File: config.mk
export PLATFORM = sky130hd
export DESIGN_NAME = tone_burst_gen
export DESIGN_NICKNAME = d
export VERILOG_FILES = /design/src/rtl/tone_burst_gen.sv
export SDC_FILE = /design/constraint.sdc
export NUM_CORES = 1
export LEC_CHECK = 0
export ABC_CLOCK_PERIOD_IN_PS = 4100
export CELL_PAD_IN_SITES_DETAIL_PLACEMENT = 1
export CELL_PAD_IN_SITES_GLOBAL_PLACEMENT = 1
export CORE_AREA = 4 4 145 147
export CTS_CLUSTER_DIAMETER = 60
export DETAILED_ROUTE_END_ITERATION = 8
export DIE_AREA = 0 0 149 151
export PLACE_DENSITY_LB_ADDON = 0.3
export SLEW_MARGIN = 10
export SYNTH_ARGS = -nofsm -noshare
export SYNTH_HDL_FRONTEND = slang
export SYNTH_SLANG_ARGS = --single-unit
File: constraint.sdc
create_clock -name clk -period 4.1 [get_ports clk]
set_input_delay 1.025 -clock clk [delete_from_list [all_inputs] [get_ports clk]]
set_output_delay 1.025 -clock clk [all_outputs]
set_load 0.03 [all_outputs]
File: src/rtl/tone_burst_gen.sv
// tone_burst_gen: multi-channel square-wave burst generator.
//
// Purpose:
//   A start pulse in IDLE latches the per-channel half-periods, the enable
//   mask and the burst duration, then runs a burst (RUN). Each enabled
//   channel with a nonzero half-period toggles every half_period clocks,
//   beginning low. A one-second tick (CLK_FREQ clocks) advances `seconds`.
//   The burst ends when the duration expires or when stop is asserted. It
//   then passes through DONE for one cycle (done pulse) and returns to IDLE.
//   A duration of 0 means the burst runs until stop.
//
// Ports:
//   clk          rising-edge clock
//   rst          synchronous active-high reset
//   start        burst request, sampled in IDLE only
//   stop         abort request, sampled in RUN only
//   half_period  CHANNELS x DIV_W half-periods, channel k at [k*DIV_W +: DIV_W]
//   chan_en      per-channel enable mask
//   duration     burst length in seconds, 0 = continuous
//   signal       registered square-wave outputs
//   busy         high while in RUN
//   done         one-cycle pulse in DONE
//   seconds      whole seconds elapsed in the current or last burst

// One channel: latched configuration plus its own phase counter.
module tone_burst_chan #(
    parameter int DIV_W = 25
) (
    input  logic             clk,
    input  logic             rst,
    input  logic             load,         // start accepted: latch config, restart phase
    input  logic             run,          // burst continues past this edge
    input  logic [DIV_W-1:0] half_period,
    input  logic             enable,
    output logic             sig
);
    logic [DIV_W-1:0] hp_q, hp_d;
    logic [DIV_W-1:0] cnt_q, cnt_d;
    logic             en_q, en_d;
    logic             sig_q, sig_d;

    always_comb begin
        hp_d  = hp_q;
        en_d  = en_q;
        cnt_d = cnt_q;
        sig_d = sig_q;
        if (load) begin
            hp_d  = half_period;
            en_d  = enable;
            cnt_d = '0;
            sig_d = 1'b0;
        end else if (run) begin
            // A zero half-period or a disabled channel stays parked low.
            if (en_q && (hp_q != '0)) begin
                if (cnt_q == hp_q - DIV_W'(1)) begin
                    cnt_d = '0;
                    sig_d = ~sig_q;
                end else begin
                    cnt_d = cnt_q + DIV_W'(1);
                end
            end
        end else begin
            // Leaving RUN (into DONE) or sitting idle: output forced low.
            sig_d = 1'b0;
        end
    end

    always_ff @(posedge clk) begin
        if (rst) begin
            hp_q  <= '0;
            en_q  <= 1'b0;
            cnt_q <= '0;
            sig_q <= 1'b0;
        end else begin
            hp_q  <= hp_d;
            en_q  <= en_d;
            cnt_q <= cnt_d;
            sig_q <= sig_d;
        end
    end

    assign sig = sig_q;
endmodule

module tone_burst_gen #(
    parameter int CLK_FREQ = 27000000,
    parameter int CHANNELS = 2,
    parameter int DIV_W    = 25,
    parameter int DUR_W    = 9
) (
    input  logic                      clk,
    input  logic                      rst,
    input  logic                      start,
    input  logic                      stop,
    input  logic [CHANNELS*DIV_W-1:0] half_period,
    input  logic [CHANNELS-1:0]       chan_en,
    input  logic [DUR_W-1:0]          duration,
    output logic [CHANNELS-1:0]       signal,
    output logic                      busy,
    output logic                      done,
    output logic [DUR_W-1:0]          seconds
);
    localparam int TICK_W = (CLK_FREQ > 1) ? $clog2(CLK_FREQ) : 1;
    localparam logic [TICK_W-1:0] TICK_LAST = TICK_W'(CLK_FREQ - 1);

    typedef enum logic [1:0] {
        S_IDLE = 2'd0,
        S_RUN  = 2'd1,
        S_DONE = 2'd2
    } state_t;

    state_t             state_q, state_d;
    logic [TICK_W-1:0]  tick_q, tick_d;
    logic [DUR_W-1:0]   sec_q, sec_d;
    logic [DUR_W-1:0]   dur_q, dur_d;
    logic               load;
    logic               run;
    logic               wrap;

    always_comb begin
        state_d = state_q;
        tick_d  = tick_q;
        sec_d   = sec_q;
        dur_d   = dur_q;
        load    = 1'b0;
        wrap    = 1'b0;
        case (state_q)
            S_IDLE: begin
                if (start) begin
                    load    = 1'b1;
                    state_d = S_RUN;
                    tick_d  = '0;
                    sec_d   = '0;
                    dur_d   = duration;
                end
            end
            S_RUN: begin
                wrap = (tick_q == TICK_LAST);
                if (wrap) begin
                    tick_d = '0;
                    // Saturate rather than wrap; only reachable in continuous mode.
                    if (sec_q != '1) begin
                        sec_d = sec_q + DUR_W'(1);
                    end
                end else begin
                    tick_d = tick_q + TICK_W'(1);
                end
                // Stop and expiry on the same edge collapse into one DONE.
                if (stop || (wrap && (dur_q != '0) && (sec_q == dur_q - DUR_W'(1)))) begin
                    state_d = S_DONE;
                end
            end
            S_DONE: begin
                state_d = S_IDLE;
            end
            default: begin
                state_d = S_IDLE;
            end
        endcase
    end

    // Channels advance only while the burst continues past this edge, so
    // the edge into DONE already drives them low.
    assign run = (state_q == S_RUN) && (state_d == S_RUN);

    always_ff @(posedge clk) begin
        if (rst) begin
            state_q <= S_IDLE;
            tick_q  <= '0;
            sec_q   <= '0;
            dur_q   <= '0;
        end else begin
            state_q <= state_d;
            tick_q  <= tick_d;
            sec_q   <= sec_d;
            dur_q   <= dur_d;
        end
    end

    for (genvar k = 0; k < CHANNELS; k++) begin : g_chan
        tone_burst_chan #(.DIV_W(DIV_W)) u_chan (
            .clk         (clk),
            .rst         (rst),
            .load        (load),
            .run         (run),
            .half_period (half_period[k*DIV_W +: DIV_W]),
            .enable      (chan_en[k]),
            .sig         (signal[k])
        );
    end

    // Decoded straight from the state flop, so still free of input paths.
    assign busy    = (state_q == S_RUN);
    assign done    = (state_q == S_DONE);
    assign seconds = sec_q;
endmodule

**Word-level counts from Yosys, hierarchy flattened**

Cells that the tools add are included.

- Bits in registers: 149
- Latch bits: 0
- Bits in writable memories: 0
- ROM bits: 0
- Input bits: 65
- Memories kept: 0

- Add/sub/neg operators: 7
- Multipliers: 0
- Div/mod/pow operators: 0
- $lt $le $gt $ge: 0
- Equality and inequality tests: 11
- Shift operators: 0
- Multiplexer cells: 14
- Bitwise logic cells: 3
- Reduce and logical (&&, ||, !) cells: 20

Operators by type and width:

| kind | number |
|---|---|
| 25-bit 2-to-1 mux | 4 |
| 25-bit by 1-bit adder with 25-bit output, second input constant | 3 |
| 25-bit equality test | 2 |
| 25-bit one-hot mux with 2 select lines | 1 |
| 25-bit nonzero test | 2 |
| 25-bit by 1-bit subtractor with 25-bit output, second input constant | 2 |
| 9-bit 2-to-1 mux | 3 |
| 25-bit equality test, second input constant | 1 |
| 9-bit one-hot mux with 2 select lines | 1 |
| 2-bit AND reduction | 6 |
| 9-bit by 1-bit adder with 9-bit output, second input constant | 1 |
| 9-bit equality test | 1 |
| 9-bit != test, second input constant | 1 |
| 9-bit nonzero test | 1 |
| 9-bit by 1-bit subtractor with 9-bit output, second input constant | 1 |
| 1-bit logical AND | 5 |
| 2-bit by 1-bit equality test with 1-bit output, second input constant | 2 |
| 2-bit 2-to-1 mux | 2 |
| 2-bit by 1-bit != test with 1-bit output, second input constant | 2 |
| 2-bit one-hot mux with 2 select lines | 1 |
| 4-bit AND reduction | 1 |
| 1-bit inverter | 3 |
| 3-bit OR reduction | 1 |
| 2-bit equality test, second input constant | 1 |
| 6 further kinds | 7 |

**Depth between registers and ports, before layout**

Gate-level depths: netlist of run 1.

- Depth after elaboration: 10
- Depth in mapped cells: 12
- Gate-level depth less buffers: 10

**Hierarchy**

From an unflattened synthesis of run 1, not the netlist that was laid out.

- Cells, all modules: 999
- Area, all modules: 8411.8 µm²

Modules (own cells, without submodules):

| module | times used | cells an instance | area an instance (µm²) |
|---|---|---|---|
| tone_burst_chan | 2 | 342 | 2961.6 |
| tone_burst_gen | 1 | 315 | 2488.6 |

**Least setup slack after synthesis of run 1**

No wires, ideal clock.

- Path type: reg-to-reg
- Start: register g_chan[1].u_chan.hp_q[0]
- End: register g_chan[1].u_chan.cnt_q[11]
- Setup time: 0.115 ns
- Data arrival time: 3.120 ns
- Setup slack: 0.864 ns
- Stages on the path, launching flop included: 12
- Clock period less this slack: 3.236 ns
- Path through: dfxtp_1 > inv_1 > ha_1 > nor3b_1 > nand4_1 > or3b_1 > a211oi_1 > a311oi_1 > or4_4 > o31ai_4 > buf_6 > nor2_2

- Word-level cells in the longest chain between the ends: 3
- Elaborated cells on any way between the ends: 6

Ends and longest elaborated chain:

| item | line | text |
|---|---|---|
| start: declaration | 37 | `logic [DIV_W-1:0] hp_q, hp_d;` |
| start signal: assignment | 75 | `hp_q <= hp_d;` |
| 25-bit by 1-bit subtractor with 25-bit output / 25-bit nonzero test (equally long branches) | 55, 54 |  |
| 25-bit equality test / 1-bit logical AND (equally long branches) | 55, 54 |  |
| 25-bit 2-to-1 mux / 2-bit AND reduction (equally long branches) | - |  |
| end signal: assignment | 77 | `cnt_q <= cnt_d;` |
| end: declaration | 38 | `logic [DIV_W-1:0] cnt_q, cnt_d;` |

Several ways; a longest one is shown, not always the timed one.
A chain may end at the register's enable or synchronous reset.

**Worst setup path after layout of run 1**

- Start: register g_chan[0].u_chan.hp_q[9]
- End: register g_chan[0].u_chan.cnt_q[4]

- Word-level cells in the longest chain between the ends: 3
- Elaborated cells on any way between the ends: 6

Ends and longest elaborated chain:

| item | line |
|---|---|
| start: declaration | 37 |
| start signal: assignment | 75 |
| 25-bit by 1-bit subtractor with 25-bit output / 25-bit nonzero test (equally long branches) | 55, 54 |
| 25-bit equality test / 1-bit logical AND (equally long branches) | 55, 54 |
| 25-bit 2-to-1 mux / 2-bit AND reduction (equally long branches) | - |
| end signal: assignment | 77 |
| end: declaration | 38 |

Several ways; a longest one is shown, not always the timed one.

==> results of run 1 <==
[metrics by stage]
step,worst slack [ns],power (mW)
floorplan,0.864,1.97
global placement,0.643,2.16
detailed placement,0.384,2.18
CTS,0.365,3.77
global route,0.228,3.91
finish,0.631,3.74
[logic make-up (layout without fill, tap and decap cells)]
kind of cell | count (synthesis) | count (layout) | synth area share, %
AO/OA/AOI/OAI | 162 | 162 | 12.0
XOR/XNOR | 135 | 135 | 14.2
adder cells (fa/ha/maj) | 10 | 10 | 1.49
buffers and inverters | 88 | 152 | 4.31
flip-flops | 149 | 149 | 35.4
multiplexers | 5 | 5 | 0.610
AND/OR/NAND/NOR | 523 | 523 | 31.9
[worst max-delay path, stage by stage, from the launching register on]
cell	delay (ns)
sky130_fd_sc_hd__dfxtp_1	0.39
sky130_fd_sc_hd__nor4_1	0.80
sky130_fd_sc_hd__nand4_1	0.34
sky130_fd_sc_hd__or4_1	0.53
sky130_fd_sc_hd__o21ai_0	0.16
sky130_fd_sc_hd__nand4_1	0.11
sky130_fd_sc_hd__nor4_1	0.39
sky130_fd_sc_hd__and3b_1	0.22
sky130_fd_sc_hd__buf_4	0.28
sky130_fd_sc_hd__nor3_1	0.10
[metal layers]
| metal | wire [um] | share of wire [%] | vias up |
|---|---|---|---|
| li1 | - | - | 3882 |
| met1 | 11200 | 46 | 3837 |
| met2 | 11600 | 48 | 140 |
| met3 | 1060 | 4.4 | 26 |
| met4 | 303 | 1.3 | 0 |
| met5 | 0 | 0 | - |
[placed cells by master, fill, tap and decap left out, types with 31 or more instances in the layout]
| cell | synthesis | layout |
|---|---|---|
| sky130_fd_sc_hd__a21oi_1 | 80 | 80 |
| sky130_fd_sc_hd__nand3_1 | 31 | 31 |
| sky130_fd_sc_hd__dfxtp_1 | 149 | 149 |
| sky130_fd_sc_hd__nor2_1 | 76 | 76 |
| sky130_fd_sc_hd__xor2_1 | 42 | 42 |
| sky130_fd_sc_hd__nand2_1 | 163 | 162 |
| sky130_fd_sc_hd__clkdlybuf4s50_1 | 0 | 76 |
| sky130_fd_sc_hd__nor4_1 | 34 | 34 |
| sky130_fd_sc_hd__nand4_1 | 32 | 32 |
| sky130_fd_sc_hd__xnor2_1 | 92 | 92 |
| sky130_fd_sc_hd__nor3_1 | 72 | 72 |
[power by group through the flow]
stage	clock network (mW)	registers [mW]	logic [mW]
after floorplan	0	1.56	0.416
after global placement	0	1.59	0.577
after detailed placement	0	1.59	0.589
after CTS	1.62	1.56	0.595
after global routing	1.68	1.57	0.660
final	1.59	1.56	0.592
[sequential cells by signal (all words and copies together), names as in the netlist]
register             count
g_chan.u_chan.cnt_q     50
g_chan.u_chan.sig        2
tick_q                  25
g_chan.u_chan.en_q       2
seconds                  9
g_chan.u_chan.hp_q      50
state_q                  2
dur_q                    9
[cell type report]
cell class	count	share of cell area, %
Inverter	30	1.13
Tap cell	270	3.39
Clock inverter	13	1.59
Sequential cell	149	29.9
Clock buffer	19	4.34
Multi-Input combinational cell	835	50.9
Timing Repair Buffer	90	8.78
[repair_timing]
action | CTS | global route
endpoints found under the setup margin | 0 | 25
hold endpoints to repair | 0 | 0
resized for setup | 0 | 1
[final timing paths]
check                                                              end  slack, ns  depth (start not counted)                                  start
worst max-delay path            g_chan[0].u_chan.cnt_q[4]$_SDFFE_PP0P_       0.63                          9  g_chan[0].u_chan.hp_q[9]$_SDFFE_PP0P_
worst min-delay path                g_chan[0].u_chan.en_q$_SDFFE_PP0P_       0.47                          2     g_chan[0].u_chan.en_q$_SDFFE_PP0P_
worst max register to register  g_chan[0].u_chan.cnt_q[4]$_SDFFE_PP0P_       0.63                          9  g_chan[0].u_chan.hp_q[9]$_SDFFE_PP0P_
worst min register to register      g_chan[0].u_chan.en_q$_SDFFE_PP0P_       0.47                          2     g_chan[0].u_chan.en_q$_SDFFE_PP0P_
==> impl.org, run 1 <==
** Global routing
- Met3 capacity usage during global routing :: 4.37%
- The layer flagged by global routing as most heavily used is met2.
- Met2 Use GR :: between 30% and 40%
- The via count of the first global-routing pass is ~8000.
- Pin count of the biggest net entering global routing :: 43
- Antenna violations before repair :: 0
- In the global route stage, met1 resource usage came out at 28.3%.
- After global routing the overflow that remains totals 0.
- The first global-routing pass estimated between 40000 and 50000 um of wire.
- For this run, the total global-route usage over all layers was measured as 21.9%.

** Cells and area
- Fraction of layout instances using a drive strength above 1 :: 6.95%
- Number of fill cells :: 2472
- For this run, the number of standard cells in the final layout without fillers is 1406.
- Fin nets :: about 1200
- Summing all flip-flop and latch instances after layout gives 2980 sq um.
- The finished cells cover about 10000 sq um.
- Final standard cell utilization of the core :: about 50%
- Layout area overhead :: 18.6%
- 0 antenna diodes ended up in the layout.
- Multi-input gate area :: between 5000 and 6000 sq um

** STA
- Hold is met by between 0.4 and 0.5 ns.
- Shortest period the worst path allows :: roughly 3.5 ns
- Worst relative slew slack :: between 40% and 50%
- Setup violations remaining at the end of the flow were counted as 0.
- In the finished design, the share of the clock period the worst path needs comes to ~85%.
- Post-route setup TNS :: 0 ns
- Maximum operating frequency :: around 0.29 GHz
- For the pin with the worst max-slew slack, the measured transition is between 0.8 and 0.9 ns.
- Between clock sinks in the finished design, the worst skew comes to 0.0112 ns.
- The count of pins over their slew limit is 0.
- Setup repair after global routing left no endpoint under its margin.
- The hold violation total from the final report came to 0.

** Routing
- In this run, the number of DRC markers left after iteration 0 of detailed routing was approximately 380.
- Via count normalized by instance count :: roughly 5.6
- Summing over every cut layer, the via total after detailed routing is between 7000 and 8000.
- Initial DRT Pass Iterations :: 5
- After detailed routing, the number of remaining DRC violations is 0.
- Remaining antenna violation count :: 0
- Wirelength per Cell :: 17.2 um
- Sum of routed wire length over all layers :: around 24000 um

** Pwr
- Net load switching power :: slightly above 1 mW
- Worst vdd rail ir drop :: around 0.25 mV
- Switching Share :: between 20% and 30%
- Summed over all cells, the static leakage comes to 3.31 nW.
- Per report_power, the combinational group accounts for roughly 16% of the total.
- Clk pwr share :: around 43%
- Sequential group share of total power :: 41.7%
- Total internal power :: between 2 and 3 mW
- P per Cell Area :: between 300 and 400 nW/um^2

** Place
- Port buffering added slightly below 80 buffers.
- The HPWL after detailed placement is 17500 um.
- Final Wtd Congestion :: 0.878
- After detailed placement, the total cell area comes to between 9000 and 10000 sq um.
- In this run, placement finished with an instance count of ~1400.

** Floorplanning
- Placeable core region :: 19900 sq um
- Area of the die :: about 22000 sq um
- The initial utilization of the core area, before any placement, comes to a little over two fifths.
- Horizontal die dimension :: approximately 150 um
- I/O pin cnt :: roughly 80
- Height of the die :: around 150 um
- The initialized floorplan defines 52 standard-cell rows.

** Logic synthesis
- The synthesized design contains 0 enable-type register cells.
- During synthesis, Yosys emitted a total of 0 warnings.
- Synthesis produced 1072 cells.
- Post-synth top cells :: sky130_fd_sc_hd__nand2_1 (163), sky130_fd_sc_hd__dfxtp_1 (149), sky130_fd_sc_hd__xnor2_1 (92), sky130_fd_sc_hd__a21oi_1 (80), sky130_fd_sc_hd__nor2_1 (76)
- Most numerous cell in the Yosys netlist :: sky130_fd_sc_hd__nand2_1
- Proportion of synthesized chip area in sequential cells :: between 30% and 40%
- Number of storage elements in the synthesis netlist :: ~150
- Library cells used by synthesis :: 70
- The number of nets in the synthesized netlist is between 1000 and 1500.
- Cell area after technology mapping :: ~8400 sq um
- Ranking of synthesized cells by area :: sky130_fd_sc_hd__dfxtp_1 (35%), sky130_fd_sc_hd__xnor2_1 (9.6%), sky130_fd_sc_hd__nand2_1 (7.3%)
- Synth Flop Type :: sky130_fd_sc_hd__dfxtp_1
- The average instance in the mapped netlist occupies 7.85 sq um.
- Largest area contributor in the netlist :: sky130_fd_sc_hd__dfxtp_1
- Share of the synthesized area in the top cell type :: between 30% and 40%
- Proportion of synthesized flip-flops having asynchronous set or reset :: 0%

** Clock tree
- Clock transition at path regs :: roughly 0.07 ns
- For the worst-skew pair, the clock arrives at the later sink with an insertion delay of 0.42 ns.
- Clock sinks :: around 150
- TritonCTS built the clock tree.
- Buffers added to address setup during post-CTS repair amount to 0.
- TritonCTS created 17 clock buffers.
- The tree is rooted in a sky130_fd_sc_hd__clkbuf_16.
- In this run the deepest clock path goes through 2 buffers.
- In this run, post-CTS hold repair placed 0 buffers.
- The H-tree was split into 4 levels.

** Worst hold path
- The tightest min-delay check is of the reg2reg type.

** Setup path
- STA classifies the critical path startpoint as a flop.
- In this run the worst path has a maximum fanout of 25.
- The critical path is of the reg2reg type.
- At the worst endpoint, the required time is approximately 4.4 ns.
- CP Capture Type :: flop
- Data arrival time of the critical path :: about 3.8 ns

** Run status
- The run finished with clean final reports.

** Flow run
- Max-cap violations :: 0
Note: power is estimated with default switching activity, not from simulation.
==> run 2, diff against run 1 <==
--- a/config.mk
+++ b/config.mk
@@ -5,7 +5,7 @@
 export SDC_FILE = /design/constraint.sdc
 export NUM_CORES = 1
 export LEC_CHECK = 0
-export ABC_CLOCK_PERIOD_IN_PS = 4100
+export ABC_CLOCK_PERIOD_IN_PS = 3200
 export CELL_PAD_IN_SITES_DETAIL_PLACEMENT = 1
 export CELL_PAD_IN_SITES_GLOBAL_PLACEMENT = 1
 export CORE_AREA = 4 4 145 147
==> constraint.sdc (replaced) <==
create_clock -name clk -period 3.2 [get_ports clk]
set_input_delay 0.8 -clock clk [delete_from_list [all_inputs] [get_ports clk]]
set_output_delay 0.8 -clock clk [all_outputs]
set_load 0.03 [all_outputs]
==> impl.org, run 2 (synthesis results as in run 1) <==
** Global routing
- The initial antenna violation count was 0.
- Wire length of the first global-routing pass :: 41900 um
- The via count of the first global-routing pass was around 8200.
- Aggregate global-route resource usage :: a little under a quarter
- The total overflow left after global routing is 0.
- Pin count of the biggest net entering global routing :: 40

** Clock tree
- Clock transition at path regs :: roughly 0.060 ns
- In this run the number of H-tree levels came out at 4.
- No sink is reached through more buffers than the 2 on the longest clock path.
- At the later pin of the worst-skew pair, clock insertion delay measures about 0.43 ns.
- Counting the buffers created by CTS gives 17.
- The clock drives approximately 150 sinks.
- TritonCTS built the clock tree.
- Root Buffer Master :: sky130_fd_sc_hd__clkbuf_16

** Floorplanning
- I/O pin cnt :: 78
- Initial Utilization :: a little over two fifths
- Horizontal die dimension :: between 100 and 150 um
- Row Count :: 52
- The core region is ~20000 sq um.
- Height of the die :: ~150 um
- Area of the die :: between 20000 and 25000 sq um

** Cells and area
- The area growth from synthesis to layout is 25.5%.
- Fin nets :: 1248
- Leaving out fill and tap cells, the most frequent cell in the layout is sky130_fd_sc_hd__nand2_1.
- Cells fill about 53% of the core in the end.
- The post-route netlist has between 10% and 20% of its cells at a drive strength greater than 1.
- Inserted Diodes :: 0
- In the layout the commonest cells are sky130_fd_sc_hd__nand2_1 (162), sky130_fd_sc_hd__dfxtp_1 (147), sky130_fd_sc_hd__xnor2_1 (92), sky130_fd_sc_hd__a21oi_1 (80).
- In the final layout, the registers with the most flip-flops are g_chan.u_chan.cnt_q: 50 flops, g_chan.u_chan.hp_q: 50 flops, tick_q: 25 flops.

** Routing
- Detailed-route via count :: approximately 8000
- Initial DRT Pass Iterations :: 5
- After the first detailed-routing iteration, the DRC count stood at roughly 450.
- Remaining design rule violation count :: 0
- Wirelength per Cell :: between 15 and 20 um
- Remaining antenna violation count :: 0
- Sum of routed wire length over all layers :: approximately 26000 um
- After detailed routing, the number of vias per cell comes to 5.63.

** Run status
- Status :: complete, but fails checks
- The checks that failed: setup timing.

** Setup path
- At the worst endpoint, the required time is about 3.5 ns.
- Maximum fanout along the worst path :: 6
- In this design, the stage delay of the slowest critical-path cell is 0.54 ns.
- The setup path with the least slack is of type reg2reg.
- STA classifies the critical path endpoint as a flop.
- The worst setup path is launched from a flop.
- STA puts the critical path data arrival time at about 3.5 ns.
- Critical-path cell with the highest stage delay :: sky130_fd_sc_hd__or4_4
- In this run the register-to-register setup slack is -0.02 ns.
- Logic depth of the worst register-to-register path :: 10
- The critical path goes through or4_4 -> or4_4 -> or4_4 -> a22oi_2 -> nand4_1 -> or4_4 -> o31ai_4 -> buf_6 -> clkbuf_16 -> nor2_1.
- The worst register-to-register path ends at g_chan[1].u_chan.cnt_q[21]$_SDFFE_PP0P_.
- The worst register-to-register path begins at g_chan[1].u_chan.hp_q[17]$_SDFFE_PP0P_.
- Most prevalent standard cell on the critical path :: sky130_fd_sc_hd__or4_4

** Worst hold path
- In this run the most critical hold path is launched from g_chan[1].u_chan.hp_q[16]$_SDFFE_PP0P_.
- The worst hold path passes through 2 cells.
- The min-delay analysis places its worst path in the category reg2reg.
- End point of the worst hold path :: g_chan[1].u_chan.hp_q[16]$_SDFFE_PP0P_

** Place
- Final Wtd Congestion :: 0.871
- Once detailed placement completed, the half-perimeter wirelength came to 18200 um.
- Count of port buffers added during placement :: 77

** STA
- The worst pin sits at a relative slew slack of 55.4%.
- For the pin with the worst max-slew slack, the measured transition is about 0.66 ns.
- Across all hold checks on the routed design, the worst slack comes to around 0.5 ns.
- Hold Vio Cnt, Final :: 0
- For the final database, setup skew stands at 0.00813 ns.
- Setup slack on the critical path of the routed design comes to -0.0217 ns.
- Maximum operating frequency :: between 0.3 and 0.4 GHz
- Final period util :: 101%
- Final Max Slew Viols :: 0
- Setup violations remaining at the end of the flow were counted as 19.
- Setup repair after global routing missed its margin :: yes
- Shortest period the worst path allows :: roughly 3.2 ns

** Pwr
- Worst vdd rail ir drop :: ~0.32 mV
- In this run the power density over the cells is roughly 470 nW/um^2.
- Summed over all cells, the static leakage comes to around 3.6 nW.

** Flow run
- Max-cap violations :: 0
## run 2: cell type report
cell class,count,area [sq um]
fill,2451,9350
multi-input combinational,835,5240
sequential,149,2990
timing repair buffer,140,1300
clock buffer,24,492
tap,270,338
inverter,30,113
clock inverter,8,97.6
## run 2: routing by layer
metal,part of all wire (%),wire (um),global-route usage (%)
met1,46,12000,30.4
met2,48,12600,39.0
met3,4.3,1140,4.01
met4,1.6,412,5.90
met5,0,0,0
## run 2: power by group
group / total (mW) / leakage [nW] / switching (mW) / internal, mW
clock: 2.03 / 0.282 / 0.798 / 1.23
combinational: 0.907 / 2.12 / 0.496 / 0.411
sequential: 1.98 / 1.21 / 0.0753 / 1.91
## run 2: how the worst max path moves through the flow
| stage | slack [ns] | startpoint | cells past startpoint | endpoint |
|---|---|---|---|---|
| 2_1_floorplan | 0.02 | g_chan[0].u_chan.hp_q[0]$_SDFFE_PP0P_ | 12 | g_chan[0].u_chan.cnt_q[10]$_SDFFE_PP0P_ |
| 3_3_place_gp | -0.08 | g_chan[0].u_chan.hp_q[0]$_SDFFE_PP0P_ | 11 | g_chan[0].u_chan.cnt_q[17]$_SDFFE_PP0P_ |
| 3_5_place_dp | -0.17 | g_chan[0].u_chan.hp_q[4]$_SDFFE_PP0P_ | 10 | g_chan[0].u_chan.cnt_q[14]$_SDFFE_PP0P_ |
| 4_1_cts | 0.003 | dur_q[0]$_SDFFE_PP0P_ | 10 | g_chan[0].u_chan.cnt_q[21]$_SDFFE_PP0P_ |
| 5_1_grt | -0.12 | g_chan[1].u_chan.hp_q[1]$_SDFFE_PP0P_ | 13 | g_chan[1].u_chan.cnt_q[15]$_SDFFE_PP0P_ |
| 6_report | -0.02 | g_chan[1].u_chan.hp_q[17]$_SDFFE_PP0P_ | 10 | g_chan[1].u_chan.cnt_q[21]$_SDFFE_PP0P_ |
## run 2: through the flow
step,instance area [sq um],setup TNS (ns),power (mW),setup slack [ns],instances
global placement,9730,-1.95,2.82,-0.0788,1417
detailed placement,9730,-4.16,2.85,-0.173,1417
floorplan,8420,0,2.53,0.0196,1072
global route,10600,-2.52,5.13,-0.118,1456
finish,10600,-0.178,4.92,-0.0217,1456
CTS,10400,0,4.89,0.00311,1449
## run 2: what timing repair did
item                       4_1_cts  5_1_grt
setup endpoints to repair       52       53
gates cloned                     0        2
setup buffers                    0        5
gates resized for setup          5       26
pin swaps                        1        9
hold buffers                     0        0
## run 2: critical path, delay by kind of cell, from the launching register on
kind,cells,cell delay (ns)
and+or+nand+nor,6,2.03
AOI/OAI and AO/OA,2,0.44
DFF,1,0.32
buffers and inverters,2,0.32
